===== src/rtl/sequential_divider_if.sv =====
// Purpose: bundles the divider request operands and result signals into one port.
// Latency: n/a (wires only).
// Backpressure: none; the requester sees busy/done and must not expect start to be taken outside IDLE.
// Ports:
//   master - drives start/dividend/divisor, receives busy/done/quotient/remainder/div_by_zero
//   slave  - the divider side of the same signals
interface sequential_divider_if #(
  parameter int WIDTH = 16
);
  logic             start;
  logic [WIDTH-1:0] dividend;
  logic [WIDTH-1:0] divisor;
  logic             busy;
  logic             done;
  logic [WIDTH-1:0] quotient;
  logic [WIDTH-1:0] remainder;
  logic             div_by_zero;

  modport master (
    output start, dividend, divisor,
    input  busy, done, quotient, remainder, div_by_zero
  );

  modport slave (
    input  start, dividend, divisor,
    output busy, done, quotient, remainder, div_by_zero
  );
endinterface


===== src/rtl/sequential_divider.sv =====
// Purpose: unsigned restoring divider, one quotient bit per clock (IDLE -> CALC -> DONE -> IDLE).
// Latency: WIDTH edges from start accept to done; next start is taken once back in IDLE.
// Backpressure: start is only sampled in IDLE and ignored otherwise; busy/done show the state.
// Ports:
//   clk   - rising-edge clock
//   reset - asynchronous, active-high; clears state and all results
//   bus   - sequential_divider_if.slave: start/dividend/divisor in,
//           busy/done/quotient/remainder/div_by_zero out
// Build option: SEQDIV_EARLY_ZERO_EN - a zero divisor skips CALC and reports in DONE right after accept.
module sequential_divider #(
  parameter int WIDTH = 16
) (
  input  logic                  clk,
  input  logic                  reset,
  sequential_divider_if.slave   bus
);

  localparam logic [1:0] S_IDLE = 2'd0;
  localparam logic [1:0] S_CALC = 2'd1;
  localparam logic [1:0] S_DONE = 2'd2;

  localparam int CW = $clog2(WIDTH + 1);
  localparam logic [CW-1:0] LAST = CW'(WIDTH - 1);

`ifdef SEQDIV_EARLY_ZERO_EN
  localparam bit EARLY_ZERO = 1'b1;
`else
  localparam bit EARLY_ZERO = 1'b0;
`endif

  logic [1:0]       state_q, state_d;
  logic [WIDTH-1:0] dsr_q, dsr_d;         // dividend shift register, MSB feeds the remainder
  logic [WIDTH-1:0] dvs_q, dvs_d;         // captured divisor
  logic [WIDTH-1:0] part_q, part_d;       // partial remainder after restore
  logic [WIDTH-1:0] quo_q, quo_d;         // quotient shift register
  logic [CW-1:0]    cnt_q, cnt_d;
  logic [WIDTH-1:0] quotient_q, quotient_d;
  logic [WIDTH-1:0] remainder_q, remainder_d;
  logic             dbz_q, dbz_d;

  logic [WIDTH:0]   part_shift;
  logic             fits;
  logic [WIDTH-1:0] part_next;
  logic [WIDTH-1:0] quo_next;

  always_comb begin
    state_d     = state_q;
    dsr_d       = dsr_q;
    dvs_d       = dvs_q;
    part_d      = part_q;
    quo_d       = quo_q;
    cnt_d       = cnt_q;
    quotient_d  = quotient_q;
    remainder_d = remainder_q;
    dbz_d       = dbz_q;

    // One restoring step. The shifted remainder needs WIDTH+1 bits, but after
    // the conditional subtract it is always below the divisor (or, for a zero
    // divisor, just the top bits of the dividend), so WIDTH bits hold it.
    part_shift = {part_q, dsr_q[WIDTH-1]};
    fits       = (part_shift >= {1'b0, dvs_q});
    part_next  = fits ? WIDTH'(part_shift - {1'b0, dvs_q}) : part_shift[WIDTH-1:0];
    quo_next   = {quo_q[WIDTH-2:0], fits};

    case (state_q)
      S_IDLE: begin
        if (bus.start) begin
          dsr_d   = bus.dividend;
          dvs_d   = bus.divisor;
          part_d  = '0;
          quo_d   = '0;
          cnt_d   = '0;
          state_d = S_CALC;
          if (EARLY_ZERO && (bus.divisor == '0)) begin
            // Same answer the full loop would give, delivered without iterating.
            state_d     = S_DONE;
            quotient_d  = '1;
            remainder_d = bus.dividend;
            dbz_d       = 1'b1;
          end
        end
      end
      S_CALC: begin
        dsr_d  = {dsr_q[WIDTH-2:0], 1'b0};
        part_d = part_next;
        quo_d  = quo_next;
        cnt_d  = cnt_q + 1'b1;
        if (cnt_q == LAST) begin
          // Results are taken from the final step directly so they appear
          // on the same edge that enters DONE.
          state_d     = S_DONE;
          quotient_d  = quo_next;
          remainder_d = part_next;
          dbz_d       = (dvs_q == '0);
        end
      end
      S_DONE: begin
        state_d = S_IDLE;
      end
      default: begin
        state_d = S_IDLE;
      end
    endcase
  end

  always_ff @(posedge clk or posedge reset) begin
    if (reset) begin
      state_q     <= S_IDLE;
      dsr_q       <= '0;
      dvs_q       <= '0;
      part_q      <= '0;
      quo_q       <= '0;
      cnt_q       <= '0;
      quotient_q  <= '0;
      remainder_q <= '0;
      dbz_q       <= 1'b0;
    end else begin
      state_q     <= state_d;
      dsr_q       <= dsr_d;
      dvs_q       <= dvs_d;
      part_q      <= part_d;
      quo_q       <= quo_d;
      cnt_q       <= cnt_d;
      quotient_q  <= quotient_d;
      remainder_q <= remainder_d;
      dbz_q       <= dbz_d;
    end
  end

  assign bus.busy        = (state_q == S_CALC);
  assign bus.done        = (state_q == S_DONE);
  assign bus.quotient    = quotient_q;
  assign bus.remainder   = remainder_q;
  assign bus.div_by_zero = dbz_q;

endmodule

===== src/flat_wrapper.sv =====
// flat-port wrapper written by rule: the top's interface ports become plain ports
module sequential_divider_flat 
#(
  parameter int WIDTH = 16
)
  (clk, reset, bus_start, bus_dividend, bus_divisor, bus_busy, bus_done, bus_quotient, bus_remainder, bus_div_by_zero);
  sequential_divider_if #(.WIDTH(WIDTH)) bus_i ();
  input  logic clk;
  input  logic reset;
  input wire logic [$bits(bus_i.start)-1:0] bus_start;
  input wire logic [$bits(bus_i.dividend)-1:0] bus_dividend;
  input wire logic [$bits(bus_i.divisor)-1:0] bus_divisor;
  output wire logic [$bits(bus_i.busy)-1:0] bus_busy;
  output wire logic [$bits(bus_i.done)-1:0] bus_done;
  output wire logic [$bits(bus_i.quotient)-1:0] bus_quotient;
  output wire logic [$bits(bus_i.remainder)-1:0] bus_remainder;
  output wire logic [$bits(bus_i.div_by_zero)-1:0] bus_div_by_zero;
  assign bus_i.start = bus_start;
  assign bus_i.dividend = bus_dividend;
  assign bus_i.divisor = bus_divisor;
  assign bus_busy = bus_i.busy;
  assign bus_done = bus_i.done;
  assign bus_quotient = bus_i.quotient;
  assign bus_remainder = bus_i.remainder;
  assign bus_div_by_zero = bus_i.div_by_zero;
  sequential_divider #(.WIDTH(WIDTH)) u_core (.clk(clk), .reset(reset), .bus(bus_i));
endmodule

===== config.mk =====
export PLATFORM = sky130hd
export DESIGN_NAME = sequential_divider_flat
export DESIGN_NICKNAME = d
export VERILOG_FILES = /design/src/rtl/sequential_divider_if.sv /design/src/rtl/sequential_divider.sv /design/src/flat_wrapper.sv
export SDC_FILE = /design/constraint.sdc
export NUM_CORES = 1
export LEC_CHECK = 0
export ABC_CLOCK_PERIOD_IN_PS = 4900
export CAP_MARGIN = 20
export CORE_AREA = 2 2 80 140
export CTS_CLUSTER_DIAMETER = 120
export CTS_CLUSTER_SIZE = 24
export DETAILED_ROUTE_END_ITERATION = 7
export DIE_AREA = 0 0 82 142
export PLACE_DENSITY = 0.73
export SYNTH_ARGS = -nofsm -noshare
export SYNTH_HDL_FRONTEND = slang
export SYNTH_SLANG_ARGS = --single-unit

===== constraint.sdc =====
create_clock -name clk -period 4.9 [get_ports clk]
set_input_delay 0.98 -clock clk [delete_from_list [all_inputs] [get_ports clk]]
set_output_delay 0.98 -clock clk [all_outputs]
set_load 0.03 [all_outputs]

==> results of run 1 <==
==> area by class of cell <==
type | instances | area (um2)
repair buffers | 77 | 751
clock buffers | 9 | 225
well taps | 130 | 163
fillers | 936 | 4280
flip-flops and latches | 103 | 2580
inverters | 23 | 88.8
clock inverters | 7 | 61.3
multi-input cells | 381 | 2370
==> logic make-up after synthesis <==
logic type / after synthesis / synth area share [%]
xor+xnor: 14 / 2.37
compound gates: 172 / 22.5
mux: 1 / 0.218
flops: 103 / 49.9
buf+inv: 60 / 4.72
fa+ha+maj: 19 / 4.74
simple gates: 175 / 15.6
==> worst paths after layout <==
kind / from / end / slack, ns / cells past startpoint
max: u_core.state_q[0] / bus_busy / 1.53 / 3
min in group asynchronous: reset / u_core.dsr_q[7] / 1.17 / 2
min reg2reg: u_core.bus.quotient[15] / u_core.bus.quotient[15] / 0.47 / 2
max in group asynchronous: reset / u_core.dvs_q[4] / 2.81 / 3
max reg2reg: u_core.state_q[0] / u_core.bus.remainder[11] / 1.82 / 7
min: u_core.bus.quotient[15] / u_core.bus.quotient[15] / 0.47 / 2
==> power groups by stage <==
stage	registers, W	clock network (W)	logic, W
6_report	0.00156	0.000687	0.00288
5_1_grt	0.00161	0.000738	0.00315
4_1_cts	0.00155	0.000701	0.00287
3_5_place_dp	0.00157	0	0.00285
3_3_place_gp	0.00155	0	0.00277
2_1_floorplan	0.00168	0	0.00191
==> routing by layer <==
metal / share of wire (%) / vias to the layer above
li1: - / 2048
met4: 3.7 / 0
met2: 52 / 121
met5: 0 / -
met3: 3.3 / 30
met1: 41 / 2130
==> registers in the layout, indices dropped and copies added (netlist names) <==
| signal | cells |
|---|---|
| u_core.bus.div_by_zero | 1 |
| u_core.part_q | 16 |
| u_core.quo_q | 15 |
| u_core.dvs_q | 16 |
| u_core.state_q | 2 |
| u_core.dsr_q | 16 |
| u_core.cnt_q | 5 |
| u_core.bus.quotient | 16 |
| u_core.bus.remainder | 16 |
==> stage by stage <==
stage | cells | hold WS, ns | instance area (um2) | util (%) | setup slack (ns)
detailed placement | 714 | 0.463 | 5950 | 56.6 | 1.28
CTS | 730 | 0.482 | 6230 | 59.3 | 1.50
global placement | 714 | 0.461 | 5950 | 56.6 | 1.34
finish | 730 | 0.474 | 6230 | 59.3 | 1.53
global route | 730 | 0.506 | 6230 | 59.3 | 1.38
floorplan | 544 | 0.440 | 5170 | - | 1.22
==> cell usage after synthesis (2+ instances only) <==
| master | number |
|---|---|
| and3_1 | 3 |
| a211o_1 | 3 |
| o211ai_1 | 7 |
| a41oi_1 | 6 |
| o21ai_0 | 43 |
| nand3_1 | 4 |
| a22o_1 | 16 |
| o21a_1 | 2 |
| nor3_1 | 7 |
| nor4_1 | 4 |
| buf_2 | 3 |
| clkbuf_1 | 28 |
| o31ai_1 | 16 |
| a31oi_1 | 4 |
| nor2_1 | 10 |
| and2_1 | 7 |
| xnor2_1 | 4 |
| inv_1 | 23 |
| ha_1 | 18 |
| buf_6 | 2 |
| nand2_1 | 101 |
| buf_1 | 4 |
| nand4_1 | 16 |
| xor2_1 | 10 |
| a21o_1 | 7 |
| a21oi_1 | 32 |
| a211oi_1 | 3 |
| a22oi_1 | 15 |
| o311ai_1 | 2 |
| nor2b_1 | 19 |
| dfrtp_1 | 103 |
| nand3b_1 | 2 |
==> worst min-delay path, delay by kind of cell, from the launching register on <==
| kind | cells | cell delay [ns] |
|---|---|---|
| flip-flops | 1 | 0.34 |
| AND/OR/NAND/NOR | 2 | 0.10 |
==> impl_metrics.ini, run 1 <==
[status]
status = complete, no violations

[drt]
dr.pass1.iters = 5
drc = 0
vias = 4329
drt.antenna.violating_nets = 0
detail_route.wl_per_cell_um = 17.1
finalWirelength_um = 12500
viasPerCell = 5.93
drtIter0Drc = 397

[timing]
hold_viol_final = 0
setup_violations = 0
worstMarginPinSlew_ns = 0.932
rsz0062_at_grt = no
period_share_pct = 68.9
period_needed_ns = 3.37
slew_headroom_pct = 37.9
fin_tns_setup_ns = 0
finalClockSkew_ns = 0.00943
fmax_mhz = 296
report.final.slew_viol_count = 0

[synth]
yosys.area.top_type_share_pct = 49.9
ys_seq_area_share_pct = 49.9
synth_seq_cells = 103
synthTopCellsByArea = dfrtp_1, nand2_1, ha_1
ys_warn_count = 0
synthCells = 544
synthDistinctLibCells = 52
synth_edf_count = 0
ys_async_sr_fraction_pct = 100
postSynthAreaPerCell_um2 = 9.50
synth_nets = 598
yosysTopAreaCell = dfrtp_1
synth_ff_type = dfrtp_1
syn-cell-area_mm2 = 0.00517

[floorplanning]
core-area_mm2 = 0.0105
start_util_pct = 49.2
fp.dieW_um = 82
die_area_mm2 = 0.0116
row_count = 50
chipHeight_um = 142
io_pins = 70

[global_route]
grt_overflow_total = 0
grtUsageTotal_pct = 22.5
grt_pass1_vias = 4333
grt-busiest-layer = met2
grt_start_max_net_pins = 75
use_met2_pct = 38.5
grt_pass1_wl_um = 20500
antenna_found_initial = 0
met3_usage_pct = 3.24
use_met1_pct = 27.1

[final_layout]
syn2layout_area_growth_pct = 20.6
antenna_cells = 0
final_cell_mix = dfrtp_1, nand2_1, clkdlybuf4s50_1, o21ai_0, a21oi_1
mostFrequentLayoutCell = dfrtp_1
drive_gt1_share_pct = 5.50
finalNetCount = 649

[placement]
gp_congestion = 0.906
dpl.hpwl_um = 8850
portBuffers = 69

[pwr]
power_leakage_nw = 2.72
p_clk_share_pct = 13.4
ir_drop_v = 0.000350
comb_power_share_pct = 56.2
p_sw_w = 0.00237
netSwitchingFraction_pct = 46.3
power_density_mw_per_mm2 = 822
pwr-share-seq_pct = 30.4
p_int_w = 0.00275
total_power_w = 0.00512

[cts]
cts_hold_buffers = 0
cts_resized = 0
clockRootBuffer = clkbuf_16
cts_tree = yes
postCtsSetupRepairBufs = 0
cts_buffer_depth = 2
clk_latency_ns = 0.35
clkTransAtPathRegs_ns = 0.08
clkSinkCount = 103
cts_made_buffers = 9
htreeDepth = 3

[setup_path]
crit_path_end_kind = output pin
crit_chain = nand2b_1 -> inv_1 -> clkdlybuf4s50_1
path_delay_family = buffers and inverters
cp_slowest_cell = dfrtp_1
cp_max_fo = 20
startpoint_type = flop
worstPathArrival_ns = 2.39
critPathKind = flop to output pin
critPathBufInv = 2
crit_required_ns = 3.92
critPathMaxStageDelay_ns = 0.70

[worst_hold_path]
min_path_type = flop to flop

[flow_run]
maxCapViolCount = 0
Note: power is estimated with default switching activity, not from simulation.
==> inputs of run 2 (changes only) <==
--- a/config.mk
+++ b/config.mk
@@ -5,14 +5,14 @@
 export SDC_FILE = /design/constraint.sdc
 export NUM_CORES = 1
 export LEC_CHECK = 0
-export ABC_CLOCK_PERIOD_IN_PS = 4900
+export ABC_CLOCK_PERIOD_IN_PS = 2700
 export CAP_MARGIN = 20
 export CORE_AREA = 2 2 80 140
 export CTS_CLUSTER_DIAMETER = 120
 export CTS_CLUSTER_SIZE = 24
 export DETAILED_ROUTE_END_ITERATION = 7
 export DIE_AREA = 0 0 82 142
-export PLACE_DENSITY = 0.73
+export PLACE_DENSITY = 0.75
 export SYNTH_ARGS = -nofsm -noshare
 export SYNTH_HDL_FRONTEND = slang
 export SYNTH_SLANG_ARGS = --single-unit
==> constraint.sdc (replaced) <==
create_clock -name clk -period 2.7 [get_ports clk]
set_input_delay 0.54 -clock clk [delete_from_list [all_inputs] [get_ports clk]]
set_output_delay 0.54 -clock clk [all_outputs]
set_load 0.03 [all_outputs]
==> impl_metrics.ini, run 2 (synthesis results as in run 1) <==
[pwr]
ir_drop_v = 0.000644
p_sw_w = 0.00451
total_power_w = 0.00983
pwr-share-seq_pct = 28.4
netSwitchingFraction_pct = 45.9
p_int_w = 0.00531
p_clk_share_pct = 13.9
power_leakage_nw = 2.81
power_density_mw_per_mm2 = 1530
comb_power_share_pct = 57.7

[cts]
clockRootBuffer = clkbuf_16
cts_hold_buffers = 0
clk_latency_ns = 0.35
cts_made_buffers = 9
clkSinkCount = 103
cts_buffer_depth = 2
htreeDepth = 3
cts_tree = yes
clkTransAtPathRegs_ns = 0.07

[worst_hold_path]
min_path_type = flop to flop
min_from = u_core.bus.quotient[7]
min_path_cells = 2

[timing]
setup_slack_ns = 0.115
hold_viol_final = 0
period_needed_ns = 2.58
setup_violations = 0
worstMarginPinSlew_ns = 0.950
finalClockSkew_ns = 0.0107
fmax_mhz = 387
rsz0062_at_grt = no
fin_tns_setup_ns = 0
report.final.slew_viol_count = 0
period_share_pct = 95.7
slew_headroom_pct = 36.6

[global_route]
grt_start_max_net_pins = 104
grtUsageTotal_pct = 23.5
grt_pass1_vias = 4476
antenna_found_initial = 0
grt_overflow_total = 0
grt_pass1_wl_um = 21200

[setup_path]
crit_path_end_kind = flop
cp_slowest_cell = dfrtp_1
worstPathArrival_ns = 2.82
crit_start = u_core.part_q[5]
crit_chain = ha_2 -> a21oi_1 -> o211a_1 -> o31ai_2 -> o2111a_2 -> buf_4 -> or3_1 -> a32o_1
r2r_start = u_core.part_q[5]
path_depth = 8
startpoint_type = flop
critPathBufInv = 1
cp_max_fo = 6
reg2reg_depth = 8
critPathKind = flop to flop
rrSetupSlack_ns = 0.12
crit_required_ns = 2.94
path_delay_family = compound AO/OA/AOI/OAI gates
critPathMaxStageDelay_ns = 0.44

[drt]
drtIter0Drc = 360
finalWirelength_um = 13100
viasPerCell = 5.98
drc = 0
vias = 4447
drt.antenna.violating_nets = 0
dr.pass1.iters = 4
detail_route.wl_per_cell_um = 17.6

[final_layout]
fin_util_pct = 61.2
antenna_cells = 0
finalNetCount = 663
drive_gt1_share_pct = 9.28
mostFrequentLayoutCell = dfrtp_1
final_cell_mix = dfrtp_1, nand2_1, clkdlybuf4s50_1, o21ai_0, a21oi_1
fillers = 885
finalInstanceArea_mm2 = 0.00643
syn2layout_area_growth_pct = 24.4

[floorplanning]
core-area_mm2 = 0.0105
fp.dieW_um = 82
die_area_mm2 = 0.0116
io_pins = 70
chipHeight_um = 142
row_count = 50
start_util_pct = 49.2

[placement]
portBuffers = 69
gp_congestion = 0.957
post-place-ws_ns = -0.0340
dpl.hpwl_um = 9170
placed_cell_area_mm2 = 0.00606

[status]
status = complete, no violations

[flow_run]
maxCapViolCount = 0
## run 2: changes by cell type in the layout (fill, tap and decap cells not counted), moves of 2 or more
cell | previous run | this run
buf_12 | 0 | 2
buf_4 | 8 | 21
ha_1 | 18 | 15
ha_2 | 0 | 2
inv_6 | 3 | 1
inv_8 | 1 | 3
## run 2: final cells by class
cell class	instances	area (um2)	share of cell area (%)
multi-input combinational	381	2410	37.5
clock inverter	7	86.3	1.34
inverter	23	90.1	1.40
clock buffer	9	225	3.50
tap	130	163	2.53
sequential	103	2580	40.1
timing repair buffer	91	878	13.7
## run 2: final timing paths
| kind | to |
|---|---|
| worst max-delay path | u_core.part_q[3] |
| worst min-delay path | u_core.bus.quotient[7] |
| worst max register to register | u_core.part_q[3] |
| worst min register to register | u_core.bus.quotient[7] |
| max in group asynchronous | u_core.bus.remainder[14] |
| min in group asynchronous | u_core.dsr_q[12] |
## run 2: worst min-delay path, cell delays in order, from the launching register on
cell,delay (ns)
dfrtp_1,0.34
nand2_1,0.05
nand2_1,0.06
## run 2: per-layer routing
metal	global-route usage (%)	share of wire, %	up-vias
li1	-	-	2071
met2	39.3	52	137
met4	12.5	4.6	0
met3	4.44	4.3	41
met1	27.8	39	2198
met5	0	0	-
## run 2: metrics by stage
step,hold WS [ns],instances
2_1_floorplan,0.440,544
3_3_place_gp,0.457,727
3_5_place_dp,0.465,727
4_1_cts,0.484,743
5_1_grt,0.509,744
6_report,0.479,744
## run 2: repair_timing
item,4_1_cts,5_1_grt
resized for setup,2,11
pin swaps,0,2
endpoints found under the setup margin,9,14
buffers inserted,0,1
## run 2: power groups by stage
stage,Combinational (W),Sequential [W],Clock [W]
floorplan,0.00347,0.00306,0
global placement,0.00529,0.00277,0
detailed placement,0.00546,0.00280,0
CTS,0.00549,0.00278,0.00138
global route,0.00614,0.00287,0.00146
finish,0.00567,0.00279,0.00137
==> inputs of run 3 (changes only) <==
--- a/config.mk
+++ b/config.mk
@@ -6,12 +6,12 @@
 export NUM_CORES = 1
 export LEC_CHECK = 0
 export ABC_CLOCK_PERIOD_IN_PS = 2700
-export CAP_MARGIN = 20
-export CORE_AREA = 2 2 80 140
+export CAP_MARGIN = 10
+export CORE_AREA = 2 2 87 130
 export CTS_CLUSTER_DIAMETER = 120
 export CTS_CLUSTER_SIZE = 24
 export DETAILED_ROUTE_END_ITERATION = 7
-export DIE_AREA = 0 0 82 142
+export DIE_AREA = 0 0 89 132
 export PLACE_DENSITY = 0.75
 export SYNTH_ARGS = -nofsm -noshare
 export SYNTH_HDL_FRONTEND = slang
==> impl_metrics.ini, run 3 (synthesis results as in run 1) <==
[worst_hold_path]
min_path_type = flop to flop
min_path_cells = 2

[global_route]
grtUsageTotal_pct = 23.7
met3_usage_pct = 3.88
grt_overflow_total = 0
use_met2_pct = 39.8
antenna_found_initial = 0
grt_start_max_net_pins = 47
use_met1_pct = 29.8
grt_pass1_vias = 4377
grt-busiest-layer = met2
grt_pass1_wl_um = 21900

[cts]
cts_hold_buffers = 0
clk_latency_ns = 0.35
cts_tree = yes
cts_buffer_depth = 2
htreeDepth = 3
cts_made_buffers = 9
clkSinkCount = 103
clkTransAtPathRegs_ns = 0.08
clockRootBuffer = clkbuf_16

[placement]
portBuffers = 69
dpl.hpwl_um = 9400
post-place-ws_ns = -0.0744
placed_cells = 745
gp_congestion = 0.914

[timing]
worstMarginPinSlew_ns = 0.922
fmax_mhz = 389
period_share_pct = 95.1
hold_viol_final = 0
slew_headroom_pct = 38.4
setup_slack_ns = 0.132
period_needed_ns = 2.57
fin_tns_setup_ns = 0
finalClockSkew_ns = 0.00753
report.final.slew_viol_count = 0
setup_violations = 0

[setup_path]
crit_required_ns = 2.93
crit_path_end_kind = flop
worstPathArrival_ns = 2.80
critPathKind = flop to flop
cp_slowest_cell = dfrtp_1
startpoint_type = flop
cp_max_fo = 13
crit_chain = ha_1 -> a21oi_2 -> nand2_1 -> o311a_1 -> o2111ai_4 -> buf_4 -> a21oi_1 -> o31ai_1
critPathMaxStageDelay_ns = 0.42
reg2reg_depth = 8

[floorplanning]
fp.dieW_um = 89
start_util_pct = 48.8
chipHeight_um = 132
core-area_mm2 = 0.0106
die_area_mm2 = 0.0117
io_pins = 70
row_count = 46

[final_layout]
antenna_cells = 0
fillers = 934
final_cell_mix = dfrtp_1, nand2_1, clkdlybuf4s50_1, o21ai_0, a21oi_1
finalNetCount = 670
drive_gt1_share_pct = 9.98
stdcell_count = 765
fin_util_pct = 61.5
syn2layout_area_growth_pct = 26.1
mostFrequentLayoutCell = dfrtp_1

[drt]
viasPerCell = 5.75
drc = 0
detail_route.wl_per_cell_um = 17.7
finalWirelength_um = 13500
drt.antenna.violating_nets = 0
vias = 4396
dr.pass1.iters = 4
drtIter0Drc = 297

[pwr]
ir_drop_v = 0.000680
power_leakage_nw = 2.84
power_density_mw_per_mm2 = 1530

[flow_run]
maxCapViolCount = 0

[status]
status = complete, no violations
run 3: power by group:
| group | internal [W] | switching [W] |
|---|---|---|
| registers | 0.00227 | 0.000525 |
| logic | 0.00240 | 0.00350 |
| clock network | 0.000655 | 0.000636 |
run 3: final cells by class:
type | count | area [um2] | share of cell area [%]
clock buffer | 9 | 225 | 3.46
clock inverter | 7 | 77.6 | 1.19
inverter | 23 | 90.1 | 1.38
tap | 144 | 180 | 2.76
sequential | 103 | 2580 | 39.5
multi-input combinational | 382 | 2440 | 37.5
timing repair buffer | 97 | 923 | 14.2
run 3: timing repair:
item                                    CTS  global route
gates resized for setup                   3            10
buffers inserted                          0             3
pin swaps                                 1             2
cloned                                    0             1
endpoints found under the setup margin   23            23
run 3: stage by stage:
| stage | total power [W] | hold WS [ns] | instance area [um2] |
|---|---|---|---|
| 6_report | 0.00999 | 0.474 | 6520 |
| 4_1_cts | 0.00973 | 0.480 | 6420 |
| 3_3_place_gp | 0.00821 | 0.459 | 6110 |
| 5_1_grt | 0.0107 | 0.498 | 6520 |
| 3_5_place_dp | 0.00836 | 0.455 | 6110 |
| 2_1_floorplan | 0.00653 | 0.440 | 5170 |
run 3: worst paths after layout:
path	from	end	slack [ns]
hold / removal	u_core.bus.quotient[13]	u_core.bus.quotient[13]	0.47
setup / recovery	u_core.part_q[1]	u_core.part_q[10]	0.13
min in group asynchronous	reset	u_core.bus.quotient[1]	0.59
setup reg to reg	u_core.part_q[1]	u_core.part_q[10]	0.13
max in group asynchronous	reset	u_core.dvs_q[9]	1.52
hold reg to reg	u_core.bus.quotient[13]	u_core.bus.quotient[13]	0.47
run 3: critical path: cells and delay by family, from the launching register on:
family | cells | cell delay (ns)
AOI/OAI and AO/OA | 5 | 1.30
DFF | 1 | 0.42
adders and majority gates | 1 | 0.39
buffers and inverters | 1 | 0.26
and+or+nand+nor | 1 | 0.09
run 3: layer usage:
layer,routed length [um],vias to the layer above
met5,0,-
met4,477,0
met3,610,33
met2,7100,126
met1,5360,2135
li1,-,2102
